<file path="src/rtl/watch_set_ctrl.sv">
// Time-setting controller: debounces set/next/up buttons, edits a shadow copy
// of HH:MM:SS in BCD, and strobes the edited value back into the live counters.
module watch_set_ctrl #(
    parameter int DEBOUNCE   = 20,
    parameter int BLINK_HALF = 250,
    parameter int TIMEOUT    = 10000
) (
    input  logic       clk,
    input  logic       rst,
    input  logic       en,
    input  logic       set_btn,
    input  logic       next_btn,
    input  logic       up_btn,
    input  logic [3:0] cur_h_ten,
    input  logic [3:0] cur_h_one,
    input  logic [3:0] cur_m_ten,
    input  logic [3:0] cur_m_one,
    input  logic [3:0] cur_s_ten,
    input  logic [3:0] cur_s_one,
    output logic       editing,
    output logic [1:0] field,
    output logic [5:0] blank_mask,
    output logic       load,
    output logic [3:0] ld_h_ten,
    output logic [3:0] ld_h_one,
    output logic [3:0] ld_m_ten,
    output logic [3:0] ld_m_one,
    output logic [3:0] ld_s_ten,
    output logic [3:0] ld_s_one
);

    localparam int DBW = $clog2(DEBOUNCE + 1);
    localparam int BW  = $clog2(BLINK_HALF + 1);
    localparam int TW  = $clog2(TIMEOUT + 1);

    localparam logic [DBW-1:0] DB_LAST    = DBW'(DEBOUNCE - 1);
    localparam logic [BW-1:0]  BLINK_LAST = BW'(BLINK_HALF - 1);
    localparam logic [TW-1:0]  TMO_LAST   = TW'(TIMEOUT - 1);

    typedef enum logic [1:0] {
        IDLE   = 2'd0,
        EDIT   = 2'd1,
        COMMIT = 2'd2
    } state_t;

    // Button bit order: 0 = set, 1 = next, 2 = up
    logic [2:0]     raw;
    logic [2:0]     sync1;
    logic [2:0]     sync2;
    logic [2:0]     filt;
    logic [2:0]     filt_d;
    logic [2:0]     ev;
    logic [DBW-1:0] db_cnt [3];

    assign raw = {up_btn, next_btn, set_btn};

    always_ff @(posedge clk or posedge rst) begin
        if (rst) begin
            sync1  <= '0;
            sync2  <= '0;
            filt   <= '0;
            filt_d <= '0;
            ev     <= '0;
            for (int i = 0; i < 3; i++) begin
                db_cnt[i] <= '0;
            end
        end else begin
            sync1  <= raw;
            sync2  <= sync1;
            filt_d <= filt;
            ev     <= filt & ~filt_d;
            for (int i = 0; i < 3; i++) begin
                if (sync2[i] != filt[i]) begin
                    if (db_cnt[i] == DB_LAST) begin
                        filt[i]   <= sync2[i];
                        db_cnt[i] <= '0;
                    end else begin
                        db_cnt[i] <= db_cnt[i] + 1'b1;
                    end
                end else begin
                    db_cnt[i] <= '0;
                end
            end
        end
    end

    logic set_ev;
    logic next_ev;
    logic up_ev;

    assign set_ev  = ev[0];
    assign next_ev = ev[1];
    assign up_ev   = ev[2];

    state_t        state;
    state_t        state_n;
    logic [1:0]    field_n;
    logic [3:0]    h_ten_n;
    logic [3:0]    h_one_n;
    logic [3:0]    m_ten_n;
    logic [3:0]    m_one_n;
    logic [3:0]    s_ten_n;
    logic [3:0]    s_one_n;
    logic [TW-1:0] tmo;
    logic [TW-1:0] tmo_n;
    logic [BW-1:0] blink_cnt;
    logic [BW-1:0] blink_cnt_n;
    logic          blink_off;
    logic          blink_off_n;
    logic          blink_restart;
    logic          editing_n;
    logic          load_n;
    logic [5:0]    blank_n;

    // The if/else chain in EDIT fixes the priority: en drop, then set, next, up
    always_comb begin
        state_n       = state;
        field_n       = field;
        h_ten_n       = ld_h_ten;
        h_one_n       = ld_h_one;
        m_ten_n       = ld_m_ten;
        m_one_n       = ld_m_one;
        s_ten_n       = ld_s_ten;
        s_one_n       = ld_s_one;
        tmo_n         = tmo;
        blink_cnt_n   = blink_cnt;
        blink_off_n   = blink_off;
        blink_restart = 1'b0;

        case (state)
            IDLE: begin
                tmo_n = '0;
                if (en && set_ev) begin
                    h_ten_n = cur_h_ten;
                    h_one_n = cur_h_one;
                    m_ten_n = cur_m_ten;
                    m_one_n = cur_m_one;
                    s_ten_n = cur_s_ten;
                    s_one_n = cur_s_one;
                    field_n = 2'd0;
                    state_n = EDIT;
                end
            end
            EDIT: begin
                if (!en) begin
                    state_n = IDLE;
                end else if (set_ev) begin
                    state_n = COMMIT;
                end else if (next_ev) begin
                    field_n       = (field == 2'd2) ? 2'd0 : field + 2'd1;
                    tmo_n         = '0;
                    blink_restart = 1'b1;
                end else if (up_ev) begin
                    tmo_n = '0;
                    case (field)
                        2'd0: begin
                            if (ld_h_ten == 4'd2 && ld_h_one == 4'd3) begin
                                h_ten_n = 4'd0;
                                h_one_n = 4'd0;
                            end else if (ld_h_one == 4'd9) begin
                                h_one_n = 4'd0;
                                h_ten_n = ld_h_ten + 4'd1;
                            end else begin
                                h_one_n = ld_h_one + 4'd1;
                            end
                        end
                        2'd1: begin
                            if (ld_m_one == 4'd9) begin
                                m_one_n = 4'd0;
                                m_ten_n = (ld_m_ten == 4'd5) ? 4'd0 : ld_m_ten + 4'd1;
                            end else begin
                                m_one_n = ld_m_one + 4'd1;
                            end
                        end
                        2'd2: begin
                            if (ld_s_one == 4'd9) begin
                                s_one_n = 4'd0;
                                s_ten_n = (ld_s_ten == 4'd5) ? 4'd0 : ld_s_ten + 4'd1;
                            end else begin
                                s_one_n = ld_s_one + 4'd1;
                            end
                        end
                        default: ;
                    endcase
                end else if (tmo == TMO_LAST) begin
                    state_n = IDLE;
                end else begin
                    tmo_n = tmo + 1'b1;
                end
            end
            COMMIT: begin
                state_n = IDLE;
            end
            default: begin
                state_n = IDLE;
            end
        endcase

        // Blink phase restarts "on" whenever EDIT is entered or the field moves
        if (state_n != EDIT || state != EDIT || blink_restart) begin
            blink_cnt_n = '0;
            blink_off_n = 1'b0;
        end else if (blink_cnt == BLINK_LAST) begin
            blink_cnt_n = '0;
            blink_off_n = ~blink_off;
        end else begin
            blink_cnt_n = blink_cnt + 1'b1;
        end

        editing_n = (state_n == EDIT);
        load_n    = (state_n == COMMIT);
        blank_n   = 6'b000000;
        if (editing_n && blink_off_n) begin
            case (field_n)
                2'd0:    blank_n = 6'b110000;
                2'd1:    blank_n = 6'b001100;
                2'd2:    blank_n = 6'b000011;
                default: blank_n = 6'b000000;
            endcase
        end
    end

    always_ff @(posedge clk or posedge rst) begin
        if (rst) begin
            state      <= IDLE;
            field      <= 2'd0;
            editing    <= 1'b0;
            load       <= 1'b0;
            blank_mask <= 6'b000000;
            tmo        <= '0;
            blink_cnt  <= '0;
            blink_off  <= 1'b0;
            ld_h_ten   <= 4'd0;
            ld_h_one   <= 4'd0;
            ld_m_ten   <= 4'd0;
            ld_m_one   <= 4'd0;
            ld_s_ten   <= 4'd0;
            ld_s_one   <= 4'd0;
        end else begin
            state      <= state_n;
            field      <= field_n;
            editing    <= editing_n;
            load       <= load_n;
            blank_mask <= blank_n;
            tmo        <= tmo_n;
            blink_cnt  <= blink_cnt_n;
            blink_off  <= blink_off_n;
            ld_h_ten   <= h_ten_n;
            ld_h_one   <= h_one_n;
            ld_m_ten   <= m_ten_n;
            ld_m_one   <= m_one_n;
            ld_s_ten   <= s_ten_n;
            ld_s_one   <= s_one_n;
        end
    end

endmodule

</file>
<file path="config.mk">
export PLATFORM = sky130hd
export DESIGN_NAME = watch_set_ctrl
export DESIGN_NICKNAME = d
export VERILOG_FILES = /design/src/rtl/watch_set_ctrl.sv
export SDC_FILE = /design/constraint.sdc
export NUM_CORES = 1
export LEC_CHECK = 0
export CAP_MARGIN = 5
export CORE_MARGIN = 10
export CORE_UTILIZATION = 25
export DETAILED_ROUTE_END_ITERATION = 12
export GPL_ROUTABILITY_DRIVEN = 0
export SLEW_MARGIN = 20
export SYNTH_ARGS = -nofsm -noshare
export SYNTH_HDL_FRONTEND = slang
export SYNTH_SLANG_ARGS = --single-unit
</file>
<file path="constraint.sdc">
create_clock -name clk -period 3.1 [get_ports clk]
set_input_delay 0.62 -clock clk [delete_from_list [all_inputs] [get_ports clk]]
set_output_delay 0.62 -clock clk [all_outputs]
set_load 0.1 [all_outputs]
</file>
==> impl_metrics.py <==
metrics = {
    "status": {
        "outcome": "finished clean",
    },
    "grt": {
        "grt_max_degree": 87,
        "grt_pass1_wl_mm": 18.2,
        "overflow": 0,
        "grt_pass1_vias": 3592,
        "antenna_found_initial": 0,
        "grt_use_total_pct": 9.25,
    },
    "yosys": {
        "ys_ff_latch": 86,
        "yosysWarnings": 0,
        "ys.flop_type": "dfrtp_1",
        "syn_inst": 440,
        "syn_nets": 478,
        "synth_area_um2": 4380,
        "ys_async_sr_fraction_pct": 100,
        "avgSynthCellArea_um2": 9.96,
        "synth.area.top_cells": "dfrtp_1, a21oi_1, o21ai_0",
        "yosysUniqueCellTypes": 66,
        "netlist.area_leader.share_pct": 49.1,
        "yosysTopAreaCell": "dfrtp_1",
        "synth_edf_count": 0,
        "synth-seq-area-share_pct": 49.1,
    },
    "sta": {
        "worst_pin_slew_ns": 0.635,
        "finalCritPeriodShare_pct": 75.2,
        "layout_min_cycle_time_ns": 2.33,
        "fin_setup_tns_ns": 0,
        "timing.fmax_ghz": 0.429,
        "skew_ns": 0.00591,
        "hold_viol": 0,
        "max_slew_margin_pct": 57.6,
        "slew_violations": 0,
        "rsz0062_at_grt": "no",
        "setup_viol": 0,
        "layout_setup_ws_ns": 0.768,
    },
    "pwr": {
        "p_leak_nw": 2.36,
        "power.density_nw_per_um2": 444,
        "power_mw": 2.45,
        "vdd_ir_drop_max_v": 0.000246,
    },
    "setup_path": {
        "crit_chain": "clkdlybuf4s50_1 > nor2b_1 > o21ai_1 > or4_1 > o21ai_0",
        "cp_top_family": "simple AND/OR/NAND/NOR gates",
        "worstPathMaxFanout": 9,
        "cp-end-kind": "flip-flop",
        "cp_num_buf_inv": 1,
        "cp.arrival_ns": 2.59,
        "crit_type": "input pin to flip-flop",
        "max_stage_delay_ns": 0.57,
        "crit_cells": 5,
        "rr_worst_depth": 4,
        "startpoint_type": "input pin",
        "crit_slowest_cell": "clkdlybuf4s50_1",
        "required_ns": 3.36,
    },
    "clock_network": {
        "clock_path_buffers": 2,
        "cts_setup_buffers": 0,
        "cts_tree": "yes",
        "h-tree-depth": 3,
        "cts.sinks": 86,
        "cts_inserted_buffers": 9,
        "cts-hold-fix-buffers": 0,
        "cts_root_buf": "clkbuf_16",
        "clk_pin_slew_worst_paths_ns": 0.07,
        "cts_resized": 0,
        "insertion_delay_ns": 0.34,
    },
    "drt": {
        "drt_iter0_drc": 226,
        "finalWirelength_mm": 10.7,
        "wire_per_inst_um": 14.6,
        "dr.pass1.iters": 4,
        "vias": 3576,
        "ant_nets": 0,
        "via_per_inst": 4.89,
        "drcViolationCount": 0,
    },
    "hold_path": {
        "hold_class": "flip-flop to flip-flop",
        "hold_depth": 0,
    },
    "finish": {
        "areaGrowthSynthToFinish_pct": 25.9,
        "n_antenna_cell": 0,
        "layout_common_cells": "dfrtp_1, buf_4, nor2_1, a21oi_1, o21ai_0",
        "drive_gt1_share_pct": 15.4,
        "final_nets": 539,
        "design_area_um2": 5520,
        "final_common_cell": "dfrtp_1",
    },
    "floorplanning": {
        "core_area_um2": 17200,
        "die_x_um": 152,
        "initial_core_util_pct": 25.4,
        "die-height_um": 152,
        "dieArea_um2": 23200,
        "ios": 64,
        "rows": 48,
    },
    "place": {
        "pre_cts_ws_ns": 0.398,
        "post_dp_cell_area_um2": 5190,
        "dp_hpwl_mm": 7.68,
        "io_buffer_count": 63,
    },
    "flow_run": {
        "max_cap_viol_count": 0,
    },
}
-- registers in the layout (all words and copies together) (netlist names), 4 cells and up --
| register | flops |
|---|---|
| tmo | 14 |
| ld_m_ten | 4 |
| db_cnt | 15 |
| ld_h_one | 4 |
| ld_h_ten | 4 |
| ld_m_one | 4 |
| ld_s_one | 4 |
| ld_s_ten | 4 |
| blink_cnt | 8 |
-- final cells by class --
type	count	area (um^2)
Tap cell	225	282
Clock inverter	6	92.6
Multi-Input combinational cell	314	2060
Fill cell	1734	11700
Timing Repair Buffer	71	618
Inverter	19	72.6
Sequential cell	86	2150
Clock buffer	10	239
-- stage by stage --
stage          hold WS (ns)  util, %  std cells
4_1_cts               0.350     32.0        731
3_3_place_gp          0.333     30.1        715
2_1_floorplan         0.331        -        440
5_1_grt               0.365     32.0        731
6_report              0.349     32.0        731
3_5_place_dp          0.335     30.1        715
-- report_power, final --
part	leakage (nW)	switching [mW]	total, mW	internal (mW)
Sequential	1.15	0.0100	1.15	1.14
Combinational	1.05	0.0491	0.104	0.0547
Clock	0.156	0.465	1.20	0.734
Total	2.36	0.524	2.45	1.92
-- worst paths after layout --
kind	start	endpoint	slack [ns]
setup / recovery	en	ld_m_ten[0]	0.77
hold / removal	sync1[2]	sync2[2]	0.35
setup reg to reg	tmo[4]	blink_cnt[5]	0.83
hold reg to reg	sync1[2]	sync2[2]	0.35
max in group asynchronous	rst	tmo[1]	2.05
min in group asynchronous	rst	ld_h_ten[0]	0.68
-- Yosys cell counts, types with 6 or more instances --
cell type,number
xor2_1,8
nor2b_1,15
inv_1,19
or4_1,6
nand2b_1,6
nor2_1,32
nor3_1,10
o21ai_0,30
nand3_1,19
buf_1,6
dfrtp_1,86
a21oi_1,31
xnor2_1,10
clkbuf_1,9
nor4b_1,7
nand2_1,27
o31ai_1,12
ha_1,8
-- layer usage --
| layer | GRT usage [%] | routed length [um] |
|---|---|---|
| met4 | 1.97 | 81 |
| met5 | 0 | 0 |
| met2 | 14.3 | 5020 |
| met1 | 12.1 | 5070 |
| met3 | 3.27 | 505 |
-- cell families after synthesis --
kind of cell	count (synthesis)	synth area share, %
simple gates	160	21.1
compound gates	117	17.3
flops	86	49.1
buf+inv	40	3.91
xor+xnor	18	3.60
mux	11	2.68
fa+ha+maj	8	2.28
Power figures use the tool's default switching activity.
